[config.mk]
export PLATFORM = sky130hd
export DESIGN_NAME = moving_average_ctrl
export DESIGN_NICKNAME = d
export VERILOG_FILES = /design/src/rtl/moving_average_pkg.sv /design/src/rtl/sat_counter.sv /design/src/rtl/moving_average_ctrl.sv
export SDC_FILE = /design/constraint.sdc
export NUM_CORES = 1
export LEC_CHECK = 0
export ABC_AREA = 1
export CORE_UTILIZATION = 49
export DETAILED_ROUTE_END_ITERATION = 6
export GPL_ROUTABILITY_DRIVEN = 0
export PLACE_DENSITY = 0.85
export SETUP_SLACK_MARGIN = 0.2
export SLEW_MARGIN = 25
export SYNTH_ARGS = -nofsm -noshare
export SYNTH_HDL_FRONTEND = slang
export SYNTH_SLANG_ARGS = --single-unit
[constraint.sdc]
create_clock -name clk -period 2.11 [get_ports clk]
set_input_delay 0.422 -clock clk [delete_from_list [all_inputs] [get_ports clk]]
set_output_delay 0.422 -clock clk [all_outputs]
set_load 0.03 [all_outputs]
[src/rtl/moving_average_pkg.sv]
// Shared types and helpers for the moving-average sequencing controller.
package moving_average_pkg;

    typedef enum logic [1:0] {CLEAR, WARMUP, RUN, HOLD} state_t;

    localparam logic [1:0] SEL_W2      = 2'b00;
    localparam logic [1:0] SEL_W4      = 2'b01;
    localparam logic [1:0] SEL_W8      = 2'b10;
    localparam logic [1:0] SEL_INVALID = 2'b11;

    // Window length in samples for a select code: 2^(sel+1).
    function automatic int unsigned win_len(input logic [1:0] sel);
        return 32'd1 << (int'(sel) + 1);
    endfunction

endpackage

[src/rtl/sat_counter.sv]
// Width-parameterised up counter that sticks at all-ones instead of wrapping.
module sat_counter #(
    parameter int W = 8
) (
    input  logic         clk,
    input  logic         rst_n,
    input  logic         inc,
    output logic [W-1:0] cnt
);

    always_ff @(posedge clk) begin
        if (!rst_n)
            cnt <= '0;
        else if (inc && !(&cnt))
            cnt <= cnt + 1'b1;
    end

endmodule

[src/rtl/moving_average_ctrl.sv]
// Sequences window changes for the moving-average filter bank: flushes on every
// change, hides warm-up outputs and counts samples dropped during reconfiguration.
module moving_average_ctrl
    import moving_average_pkg::*;
#(
    parameter int DATA_W       = 10,
    parameter int MAX_POWER    = 3,
    parameter int CLEAR_CYCLES = 2,
    parameter int DROP_W       = 8
) (
    input  logic              clk,
    input  logic              rst_n,
    input  logic              strobe_i,
    input  logic [1:0]        sel_i,
    input  logic [DATA_W-1:0] filt_data_i,
    input  logic              filt_strobe_i,
    output logic              filt_strobe_o,
    output logic              filt_clear_o,
    output logic [1:0]        sel_o,
    output logic [DATA_W-1:0] data_o,
    output logic              strobe_o,
    output logic              ready_o,
    output logic              err_o,
    output logic [DROP_W-1:0] drop_cnt_o
);

    localparam logic [3:0] CLR_LAST = 4'(CLEAR_CYCLES - 1);

    state_t               state, state_nx;
    logic [3:0]           clear_cnt, clear_cnt_nx;
    logic [MAX_POWER-1:0] warm_cnt, warm_cnt_nx, win_last;
    logic [1:0]           sel_nx;
    logic [DATA_W-1:0]    data_nx;
    logic                 strobe_nx, pass, sel_ok;

    assign sel_ok   = (sel_i != SEL_INVALID) && (int'(sel_i) < MAX_POWER);
    assign win_last = MAX_POWER'(win_len(sel_o) - 1);

    always_comb begin
        state_nx     = state;
        clear_cnt_nx = clear_cnt;
        warm_cnt_nx  = warm_cnt;
        sel_nx       = sel_o;
        data_nx      = data_o;
        strobe_nx    = 1'b0;
        pass         = 1'b0;
        case (state)
            CLEAR: begin
                if (!sel_ok) begin
                    state_nx = HOLD;
                    data_nx  = '0;
                end else if (sel_i != sel_o) begin
                    sel_nx       = sel_i;
                    clear_cnt_nx = '0;
                end else if (clear_cnt == CLR_LAST) begin
                    state_nx     = WARMUP;
                    clear_cnt_nx = '0;
                    warm_cnt_nx  = '0;
                end else begin
                    clear_cnt_nx = clear_cnt + 4'd1;
                end
            end
            WARMUP, RUN: begin
                // Any select request differing from the active one pre-empts this
                // cycle's sample and filter output.
                if (!sel_ok) begin
                    state_nx = HOLD;
                    data_nx  = '0;
                end else if (sel_i != sel_o) begin
                    state_nx     = CLEAR;
                    sel_nx       = sel_i;
                    clear_cnt_nx = '0;
                end else begin
                    pass = 1'b1;
                    if (filt_strobe_i) begin
                        if (state == RUN || warm_cnt == win_last) begin
                            state_nx  = RUN;
                            data_nx   = filt_data_i;
                            strobe_nx = 1'b1;
                        end else begin
                            warm_cnt_nx = warm_cnt + 1'b1;
                        end
                    end
                end
            end
            HOLD: begin
                data_nx = '0;
                if (sel_ok) begin
                    state_nx     = CLEAR;
                    sel_nx       = sel_i;
                    clear_cnt_nx = '0;
                end
            end
            default: state_nx = CLEAR;
        endcase
    end

    always_ff @(posedge clk) begin
        if (!rst_n) begin
            state     <= CLEAR;
            clear_cnt <= '0;
            warm_cnt  <= '0;
            sel_o     <= SEL_W2;
            data_o    <= '0;
            strobe_o  <= 1'b0;
        end else begin
            state     <= state_nx;
            clear_cnt <= clear_cnt_nx;
            warm_cnt  <= warm_cnt_nx;
            sel_o     <= sel_nx;
            data_o    <= data_nx;
            strobe_o  <= strobe_nx;
        end
    end

    assign filt_strobe_o = pass & strobe_i;
    assign filt_clear_o  = (state == CLEAR) || (state == HOLD);
    assign ready_o       = (state == RUN);
    assign err_o         = (state == HOLD);

    sat_counter #(.W(DROP_W)) u_drop (
        .clk   (clk),
        .rst_n (rst_n),
        .inc   (strobe_i & ~pass),
        .cnt   (drop_cnt_o)
    );

endmodule

* Word level (Yosys, flattened, before mapping) *
Index checks and enable logic that the tools add are counted.

storage, ports and cells
  bits in registers = 30
  output and inout port bits = 25
  input bits = 16

operators by class
  add/sub/neg operators = 5
  shifts and indexed selects = 1
  muxes and demuxes = 38
  bitwise logic cells = 7
  equal/unequal tests = 26
  magnitude comparators = 1
  reductions and logical operators = 16

operators by type and width
  kind                                                                      count
  10-bit 2-to-1 mux                                                         5
  10-bit one-hot mux with 3 select lines                                    1
  4-bit 2-to-1 mux                                                          6
  2-bit 2-to-1 mux                                                          11
  3-bit 2-to-1 mux                                                          7
  2-bit inequality test (second input constant)                             10
  8-bit AND reduction                                                       2
  3-bit inequality test (second input constant)                             5
  4-bit one-hot mux with 3 select lines                                     1
  8-bit by 1-bit adder with 8-bit output (second input constant)            1
  4-bit inequality test (second input constant)                             2
  4-bit AND reduction                                                       2
  2-bit by 1-bit inequality test with 1-bit output (second input constant)  3
  2-bit one-hot mux with 3 select lines                                     1
  3-bit one-hot mux with 2 select lines                                     1
  1-bit NOT                                                                 5
  5-bit AND reduction                                                       1
  5-bit OR reduction                                                        1
  4-bit by 1-bit adder with 4-bit output (second input constant)            1
  2-bit equality test (second input constant)                               2
  4-bit by 1-bit equality test with 1-bit output (second input constant)    1
  1-bit 2-to-1 mux                                                          4
  2-bit one-hot mux with 2 select lines                                     1
  2-bit by 1-bit adder with 3-bit output (second input constant)            1
  other kinds (16)                                                          19

* Logic depth before layout (Yosys ltp) *
Gate-level depths: netlist (run 1).

  word-level depth = 10
  mapped depth = 12
  gate-level depth less buffers = 12

* Cells and area by module *
A second synthesis (run 1) with hierarchy kept.

second synthesis, totals
  cells, all modules = 260
  area total of the unflattened synthesis = 1,767.9 µm²

by module, submodules not included
  module               seq. area each (µm²)  area each (µm²)  cells each  times used
  moving_average_ctrl  440.4                 1,290.0          187         1
  sat_counter          160.2                 478.0            73          1

* Least setup slack after synthesis (run 1) *
OpenSTA, ideal clock, no wires.

  kind = reg-to-output
  from = register state[0]
  to = output filt_strobe_o
  stages on the path, launching flop included = 8
  slack = -0.070 ns
  required time = 1.688 ns
  arrival time = 1.758 ns
  cells stage by stage = dfxtp_1 > inv_1 > ha_1 > inv_2 > nor3_4 > inv_2 > buf_6 > nor2_1

between the ends
  cells in the longest elaborated chain, start to end = 4

ends and longest elaborated chain
  item                                                                                          line                        source
  from (decl)                                                                                   moving_average_ctrl.sv:29   state_t state, state_nx;
  from (signal assigned)                                                                        moving_average_ctrl.sv:107  state <= state_nx;
  2-bit equality test / 2-bit by 1-bit equality test with 1-bit output (equally long branches)  moving_average_ctrl.sv:47   case (state)
  2-bit OR reduction (*)                                                                        moving_average_ctrl.sv:47
  1-bit 2-to-1 mux (*)                                                                          moving_average_ctrl.sv:47
  1-bit bitwise AND (*)                                                                         moving_average_ctrl.sv:116  assign filt_strobe_o = pass & strobe_i;
  to (decl)                                                                                     moving_average_ctrl.sv:17   output logic filt_strobe_o,

Every way passes the cells marked *; elsewhere a longest branch is shown, timed or not.

* Worst setup path in the final report (run 1) *
Ends and elaborated chain as after synthesis.

==> impl_metrics.toml, run 1 <==
[logic_synthesis]
synth_seq_area_share_pct = 35.6
ys.warnings.count = 0
avgSynthCellArea_um2 = 7.22
synth_nets = 257
synth.distinct_cells = 28
ys_ff_latch = 30
yosys.area.top_type = "dfxtp_1"
synth_area_leaders = "dfxtp_1 36%, nand2_1 10%, nand3_1 8.0%"
synthMostInstantiatedCell = "nand2_1"
synth_common_cells = "45 x nand2_1, 30 x dfxtp_1, 27 x nand3_1"
synth_top_area_share_pct = 35.6
synthFlopType = "dfxtp_1"
synthCells = 234
ys_async_sr_fraction_pct = 0
syn-cell-area_mm2 = 0.00169
synth-edff-count = 0

[sta]
setup_viol = 0
hold_ws_ns = 0.485
fin_skew_ns = 0.0153
final.period_utilization_pct = 92.4
max_freq_mhz = 513
rsz0062_at_grt = "true"
slew_headroom_pct = 69.9
hold_viol = 0
fin_crit_ns = 1.95
slew_viol_final = 0
max_slew.worst_pin.slew_ns = 0.451
finalWorstSetupSlack_ns = 0.161

[layout]
fill_cells = 259
num-nets-final = 310
utilization_pct = 73.3
antennaDiodeCount = 0
postLayoutCellArea_mm2 = 0.00231
multi_input_area_um2 = 982
syn2layout_area_growth_pct = 36.8
layout-drive-gt1-share_pct = 18.1
final-seq-area_um2 = 606

[pwr]
finalPower_mw = 2.22
p_leak_nw = 0.998
ir_drop_mv = 0.757
power_density_mw_per_mm2 = 960

[cts]
cts-root-buf = "clkbuf_4"
clock_sinks = 30
clk_latency_ns = 0.34
cts_buffers = 5
cts_htree_levels = 2
cts_buffer_depth = 2
cts.clk_slew.worst_paths_ns = 0.10
hold_buffers = 0
cts_tree = "built"

[die]
dieArea_mm2 = 0.00369
die_h_um = 60.7
initial_core_util_pct = 53.6
core_mm2 = 0.00315
placementRows = 20
pin_count = 41
die_x_um = 60.7

[min_path]
min_to = "data_o[0]$_SDFFE_PN0P_"
whs_path_depth = 2
hp-class = "register to register"
hold_path.startpoint = "data_o[0]$_SDFFE_PN0P_"

[outcome]
run_status = "finished, final reports clean"

[placed_design]
dp_hpwl_mm = 2.79
dpl_cell_area_mm2 = 0.00217
dp_slack_ns = -0.0670
portBuffers = 40

[worst_setup_path]
worst-endpoint-arrival_ns = 1.53
start_kind = "register"
r2r_slack_ns = 0.39
r2r_end = "warm_cnt[1]$_SDFFE_PN0P_"
worstSetupPathType = "register to primary output"
required_ns = 1.69
reg2reg_depth = 11
crit_fanout = 4
reg2reg_from = "state[1]$_SDFFE_PN0P_"
worstSetupEndpointType = "primary output"

[routing]
routed_wl_mm = 3.96
vias_per_cell = 5.20
drt-wirelength-per-cell_um = 12.0
dr.pass1.iters = 4
antenna_left = 0
drc = 0
via_count = 1721
drt_iter0_drc = 93

[flow_run]
drv_cap = 0

[global_route]
antenna_found_initial = 0
grt_pass1_wl_mm = 6.42
grt_max_degree = 26
overflow = 0
grt_usage_pct = 23.7
grt_pass1_vias = 1496
worst max-delay path, stage by stage (launching register included):
cell and delay, ns:
dfxtp_2 0.36, inv_2 0.05, ha_4 0.29, inv_6 0.04
nor3_4 0.14, inv_2 0.08, nor2_4 0.08, buf_6 0.13
through the flow:
step	cells	TNS, ns
after floorplan	234	0
after global placement	318	-0.0111
after detailed placement	318	-0.0670
after CTS	331	0
after global routing	331	0
final	331	0
worst max path at each step:
stage	startpoint	endpoint	slack, ns	cells past startpoint
floorplan	sel_o[1]$_SDFFE_PN0P_	filt_strobe_o	0.22	7
global placement	sel_i[1]	filt_strobe_o	-0.01	8
detailed placement	sel_i[1]	filt_strobe_o	-0.07	8
CTS	state[0]$_SDFFE_PN0P_	filt_strobe_o	0.16	7
global route	sel_o[1]$_SDFFE_PN0P_	filt_strobe_o	0.08	7
finish	state[0]$_SDFFE_PN0P_	filt_strobe_o	0.16	7
sequential cells by signal, summed over array words and instances (netlist names):
signal,cells
clear_cnt,4
data_o,10
sel_o,2
state,2
strobe_o,1
u_drop.cnt,8
warm_cnt,3
area by class of cell:
class	count	share of cell area [%]
inverters	24	4.11
multi-input cells	174	42.5
repair buffers	52	21.3
clock inverters	1	1.30
clock buffers	6	2.22
well taps	44	2.38
flip-flops and latches	30	26.2
cell usage in the layout, fill, tap and decap left out, drive strengths merged, types with 2 or more instances in the layout:
cell,n
nor3,6
buf,13
inv,24
clkbuf,7
clkdlybuf4s50,29
dfxtp,30
ha,7
a21oi,24
nand2,49
dlygate4sd2,4
dlymetal6s2s,4
nor2,29
o21ai,6
or2,2
xor2,6
nand4,13
xnor2,2
nand3,29
repair_timing:
action / 4_1_cts / 5_1_grt
resized for setup: 16 / 7
pin swaps: 3 / 0
endpoints found under the setup margin: 5 / 7
setup buffers: 6 / 0
metal layers:
layer	global-route usage, %	vias to the layer above	routed length [um]
met5	0	-	0
met2	38.5	40	1870
li1	-	880	-
met1	28.8	795	1800
met4	8.44	0	46
met3	8.96	6	234
power breakdown:
| part | switching (mW) | leakage [nW] | internal [mW] |
|---|---|---|---|
| clock | 0.204 | 0.0443 | 0.276 |
| sequential | 0.0426 | 0.244 | 0.614 |
| combinational | 0.671 | 0.710 | 0.411 |
cell families after synthesis:
logic type,synth area share [%]
xor gates and xnor gates,4.15
DFF,35.6
and+or+nand+nor,38.2
buffers and inverters,7.78
adders and majority gates,5.18
AOI/OAI and AO/OA,9.11
Power figures use the tool's default switching activity.
==> run 2: changes to the inputs <==
CORE_UTILIZATION = 30   (was 49)
PLACE_DENSITY = 0.59   (was 0.85)
==> run 2 against run 1 <==
Final cell count increased by 6.6%. Combinational power decreased by 6%. Clock-buffer cell count did not move. Sequential power hardly changed. Hold slack got worse by 0.0033 ns. Via count decreased by 1.7%. Critical path type unchanged.
==> impl_metrics.toml, run 2 (synthesis gave the netlist of run 1 again) <==
[outcome]
run_status = "finished, final reports clean"

[sta]
fin_skew_ns = 0.0113
slew_headroom_pct = 68.4
final.period_utilization_pct = 88.8
finalWorstSetupSlack_ns = 0.236
setup_viol = 0
rsz0062_at_grt = "true"
slew_viol_final = 0
fin_crit_ns = 1.87
hold_viol = 0
max_freq_mhz = 534
hold_ws_ns = 0.481
max_slew.worst_pin.slew_ns = 0.473

[worst_setup_path]
crit_fanout = 8
endpoint = "filt_strobe_o"
worst-endpoint-arrival_ns = 1.45
cp_num_cells = 7
required_ns = 1.69
worst_path_max_delay_cell = "dfxtp_2"
r2r_slack_ns = 0.40
critPathMostFrequentCell = "inv_2"
start_kind = "register"
worstSetupPathType = "register to primary output"
critPathBufInv = 4
r2r_end = "data_o[6]$_SDFFE_PN0P_"
cp-startpoint = "state[0]$_SDFFE_PN0P_"
path_cells = "inv_2 -> ha_4 -> inv_6 -> nor3_4 -> inv_2 -> nor2_4 -> buf_6"
worstSetupEndpointType = "primary output"
critPathMaxStageDelay_ns = 0.35
critPathTopFamily = "flip-flops"
reg2reg_from = "state[0]$_SDFFE_PN0P_"
reg2reg_depth = 7

[layout]
num-nets-final = 306
largest_reg_flops = 10
fill_cells = 540
largest_register = "data_o"
postLayoutCellArea_mm2 = 0.00234
layout-drive-gt1-share_pct = 17.0
syn2layout_area_growth_pct = 38.8
final_cell_mix = "43 x nand2_1, 33 x clkdlybuf4s50_1, 27 x nand3_1"
final_common_cell = "nand2_1"
top_regs = "data_o (10), u_drop.cnt (8), clear_cnt (4)"
antennaDiodeCount = 0
utilization_pct = 44.5

[cts]
cts_htree_levels = 2
clock_sinks = 30
cts_buffer_depth = 2
cts.clk_slew.worst_paths_ns = 0.07
cts-root-buf = "clkbuf_8"
cts_tree = "built"
cts_buffers = 5
clk_latency_ns = 0.29

[pwr]
finalPower_mw = 2.27
ir_drop_mv = 0.370
power_density_mw_per_mm2 = 966
p_leak_nw = 0.934

[routing]
via_count = 1691
drt-wirelength-per-cell_um = 11.6
vias_per_cell = 4.79
antenna_left = 0
drt_iter0_drc = 101
dr.pass1.iters = 4
routed_wl_mm = 4.11
drc = 0

[placed_design]
dp_slack_ns = -0.0454
dp_hpwl_mm = 2.95
dpl_cell_area_mm2 = 0.00220
portBuffers = 40

[global_route]
overflow = 0
grt_pass1_wl_mm = 7.20
grt_usage_pct = 15.1
grt_max_degree = 26
antenna_found_initial = 0
grt_pass1_vias = 1618

[min_path]
hp-class = "register to register"

[die]
pin_count = 41
initial_core_util_pct = 32.1
placementRows = 26
die_x_um = 77.0
die_h_um = 77.0
dieArea_mm2 = 0.00593
core_mm2 = 0.00527

[flow_run]
drv_cap = 0
run 2: worst min-delay path by stage:
stage	startpoint	to	slack, ns	cells past startpoint
after floorplan	state[0]$_SDFFE_PN0P_	state[0]$_SDFFE_PN0P_	0.46	2
after detailed placement	data_o[1]$_SDFFE_PN0P_	data_o[1]$_SDFFE_PN0P_	0.48	2
after global routing	data_o[9]$_SDFFE_PN0P_	data_o[9]$_SDFFE_PN0P_	0.51	2
after CTS	data_o[8]$_SDFFE_PN0P_	data_o[8]$_SDFFE_PN0P_	0.49	2
final	data_o[7]$_SDFFE_PN0P_	data_o[7]$_SDFFE_PN0P_	0.48	2
after global placement	data_o[7]$_SDFFE_PN0P_	data_o[7]$_SDFFE_PN0P_	0.47	2
run 2: cell type report:
| class | count | area (um2) | area share, % |
|---|---|---|---|
| Clock buffer | 6 | 82.6 | 3.52 |
| Tap cell | 70 | 87.6 | 3.74 |
| Timing Repair Buffer | 48 | 462 | 19.7 |
| Inverter | 24 | 95.1 | 4.06 |
| Sequential cell | 30 | 606 | 25.8 |
| Clock inverter | 1 | 30.0 | 1.28 |
| Multi-Input combinational cell | 174 | 982 | 41.9 |
run 2: metal layers:
layer / wire length (um) / up-vias / track usage (%) / part of all wire (%)
met3: 169 / 6 / 4.05 / 4.1
met4: 76 / 0 / 5.66 / 1.8
met2: 1850 / 38 / 25.3 / 45
met5: 0 / - / 0 / 0
met1: 2020 / 775 / 18.5 / 49
li1: - / 872 / - / -
run 2: worst min-delay path, cell delays in order, from the launching register on:
cell	delay (ns)
dfxtp_1	0.31
nand3_1	0.07
a21oi_1	0.05
run 2: where the power goes:
part	total [mW]	internal [mW]	leakage (nW)	switching, mW
combinational	1.01	0.350	0.632	0.660
clock	0.600	0.378	0.0573	0.222
sequential	0.656	0.615	0.244	0.0412
run 2: what timing repair did:
action                                  in CTS  in global routing
gates resized for setup                     17                  2
pin swaps                                    3                  0
setup buffers                                2                  0
endpoints found under the setup margin       4                  2
hold buffers                                 0                  0
run 2: stage by stage:
stage                     setup TNS, ns  instances
after floorplan                       0        234
after global placement         -0.00401        344
after detailed placement        -0.0611        344
after CTS                             0        353
after global routing                  0        353
final                                 0        353
==> edit, RTL diff (settings of run 2) <==
Re-encode `state_t` (4 states) as one-hot, 4 bits wide.
--- a/src/rtl/moving_average_pkg.sv
+++ b/src/rtl/moving_average_pkg.sv
@@ -3,3 +3,3 @@
 
-    typedef enum logic [1:0] {CLEAR, WARMUP, RUN, HOLD} state_t;
+    typedef enum logic [3:0] {CLEAR = 4'b0001, WARMUP = 4'b0010, RUN = 4'b0100, HOLD = 4'b1000} state_t;
 
Function: no difference found for any inputs over 10 cycles, from zero or initial values and one cycle with rst_n low; not proved beyond that.
==> edit against run 2 <==
Setup slack better by 0.0073 ns. Design area increased by 13%. Area after synthesis rose by 15%. Sequential cell count up 2. Wire length rose by 12%. Power grew 44%. Worst hold slack improved by 0.031 ns. Die area is 14% higher. Critical path type unchanged. Largest cell class unchanged.
==> edit: results <==
set metrics [dict create \
    outcome "finished, final reports clean" \
    placedInstanceArea_um2 2510 \
    path_max_fanout 4 \
    clock-root-buffer "clkbuf_8" \
    setup_viol 0 \
    syn_inst 296 \
    top_regs "data_o x10, u_drop.cnt x8" \
    cts_inserted_buffers 5 \
    synth_cell_types 31 \
    grt_usage 0.1483 \
    htreeDepth 2 \
    wl_per_cell_um 10.76 \
    globalRouteMet1Util 0.1985 \
    num_antenna_cells 0 \
    hold_path.class "flip-flop to flip-flop" \
    portBuffers 40 \
    fin_cells 428 \
    detail_route.iter0.violations 74 \
    dp.cells 418 \
    vdd_drop_max_mv 0.3867 \
    num-nets-final 372 \
    finalClockSkew_ns 0.006924 \
    grt_pass1_wl_um 7610 \
    first_pass_iters 4 \
    pre_cts_slack_ns -0.001589 \
    max_slew.worst_pin.slew_ns 0.4482 \
    clkLatencyLatePin_ns 0.29 \
    yosysWarnings 0 \
    grt_overflow 0 \
    synth.area.top_cells "dfxtp_1, nand2_1, nand3_1" \
    drive_above_1_share 0.1728 \
    critPathTopFamily "simple AND/OR/NAND/NOR gates" \
    grt_pass1_vias 1698 \
    critPathSlowestCell "dfxtp_2" \
    ys_seq_area_frac 0.3312 \
    met2_usage 0.2273 \
    hpwlAfterDp_um 3399 \
    via_per_inst 4.516 \
    antenna_found_initial 0 \
    max_stage_delay_ns 0.37 \
    critPathArrivalTime_ns 1.44 \
    p_leak_nw 1.274 \
    clkTransAtPathRegs_ns 0.07 \
    grt_max_degree 12 \
    grtUsageMet3 0.03297 \
    ys_top_cells_by_count "nand2_1, nor2_1, dfxtp_1, inv_1, nand3_1" \
    synth_nets 316 \
    clock_path_buffers 2 \
    synthArstFlopShare 0 \
]
edit: cell types whose count changed after synthesis, sizes merged, moves of 2 or more:
cell    delta
o21ai      +3
nand4     -10
ha         -3
a21oi      -7
nand3b     +2
nor2      +13
nand2     +47
dfxtp      +2
o21a       +2
inv       +14
edit: cells by family after synthesis:
logic type | count (synthesis) | share of synthesized area
AND/OR/NAND/NOR | 178 | 0.4269
buffers and inverters | 45 | 0.09897
flip-flops | 32 | 0.3312
AO/OA/AOI/OAI | 31 | 0.08991
XOR/XNOR | 6 | 0.02717
adder cells (fa/ha/maj) | 4 | 0.02587
edit: timing repair:
| item | CTS | global route |
|---|---|---|
| setup buffers | 2 | 0 |
| setup endpoints to repair | 4 | 7 |
| gates resized for setup | 7 | 8 |
| pin swaps | 3 | 2 |
| endpoints found under the hold margin | 0 | 0 |
edit: per-layer routing:
layer | wire, um | vias to the layer above
li1 | - | 1043
met1 | 2329 | 856
met2 | 2039 | 29
met3 | 169 | 5
met4 | 66 | 0
met5 | 0 | -
edit: layout make-up:
cell class              instances  area [um^2]
well taps                      75        93.84
inverters                      38        145.1
repair buffers                 56        540.5
multi-input cells             219         1110
clock inverters                 2        35.03
fillers                       646         3420
clock buffers                   6        72.57
flip-flops and latches         32        644.4
edit: tightest hold or removal path, stage by stage (launching register included):
cell and delay [ns]:
dfxtp_1 0.34, nand2_1 0.07, a21oi_1 0.05
edit: power breakdown:
| group | switching [W] | internal, W | total [W] |
|---|---|---|---|
| clock network | 0.000245 | 0.000351 | 0.000595 |
| registers | 0.000127 | 0.000741 | 0.000868 |
| logic | 0.00105 | 0.000740 | 0.00179 |
edit: path summary, 6_finish.rpt:
path	slack, ns	cells after the start	to	startpoint
min	0.51	2	u_drop.cnt[1]$_SDFFE_PN0P_	u_drop.cnt[1]$_SDFFE_PN0P_
max reg2reg	0.46	13	data_o[5]$_SDFFE_PN0P_	state[3]$_SDFFE_PN0P_
max	0.24	9	filt_strobe_o	state[1]$_SDFFE_PN0P_
min reg2reg	0.51	2	u_drop.cnt[1]$_SDFFE_PN0P_	u_drop.cnt[1]$_SDFFE_PN0P_
edit: through the flow:
stage / setup TNS (ns) / power (W)
after floorplan: 0 / 0.002124
after global placement: 0 / 0.002660
after detailed placement: -0.001589 / 0.002668
after CTS: 0 / 0.003278
after global routing: 0 / 0.003553
final: 0 / 0.003256
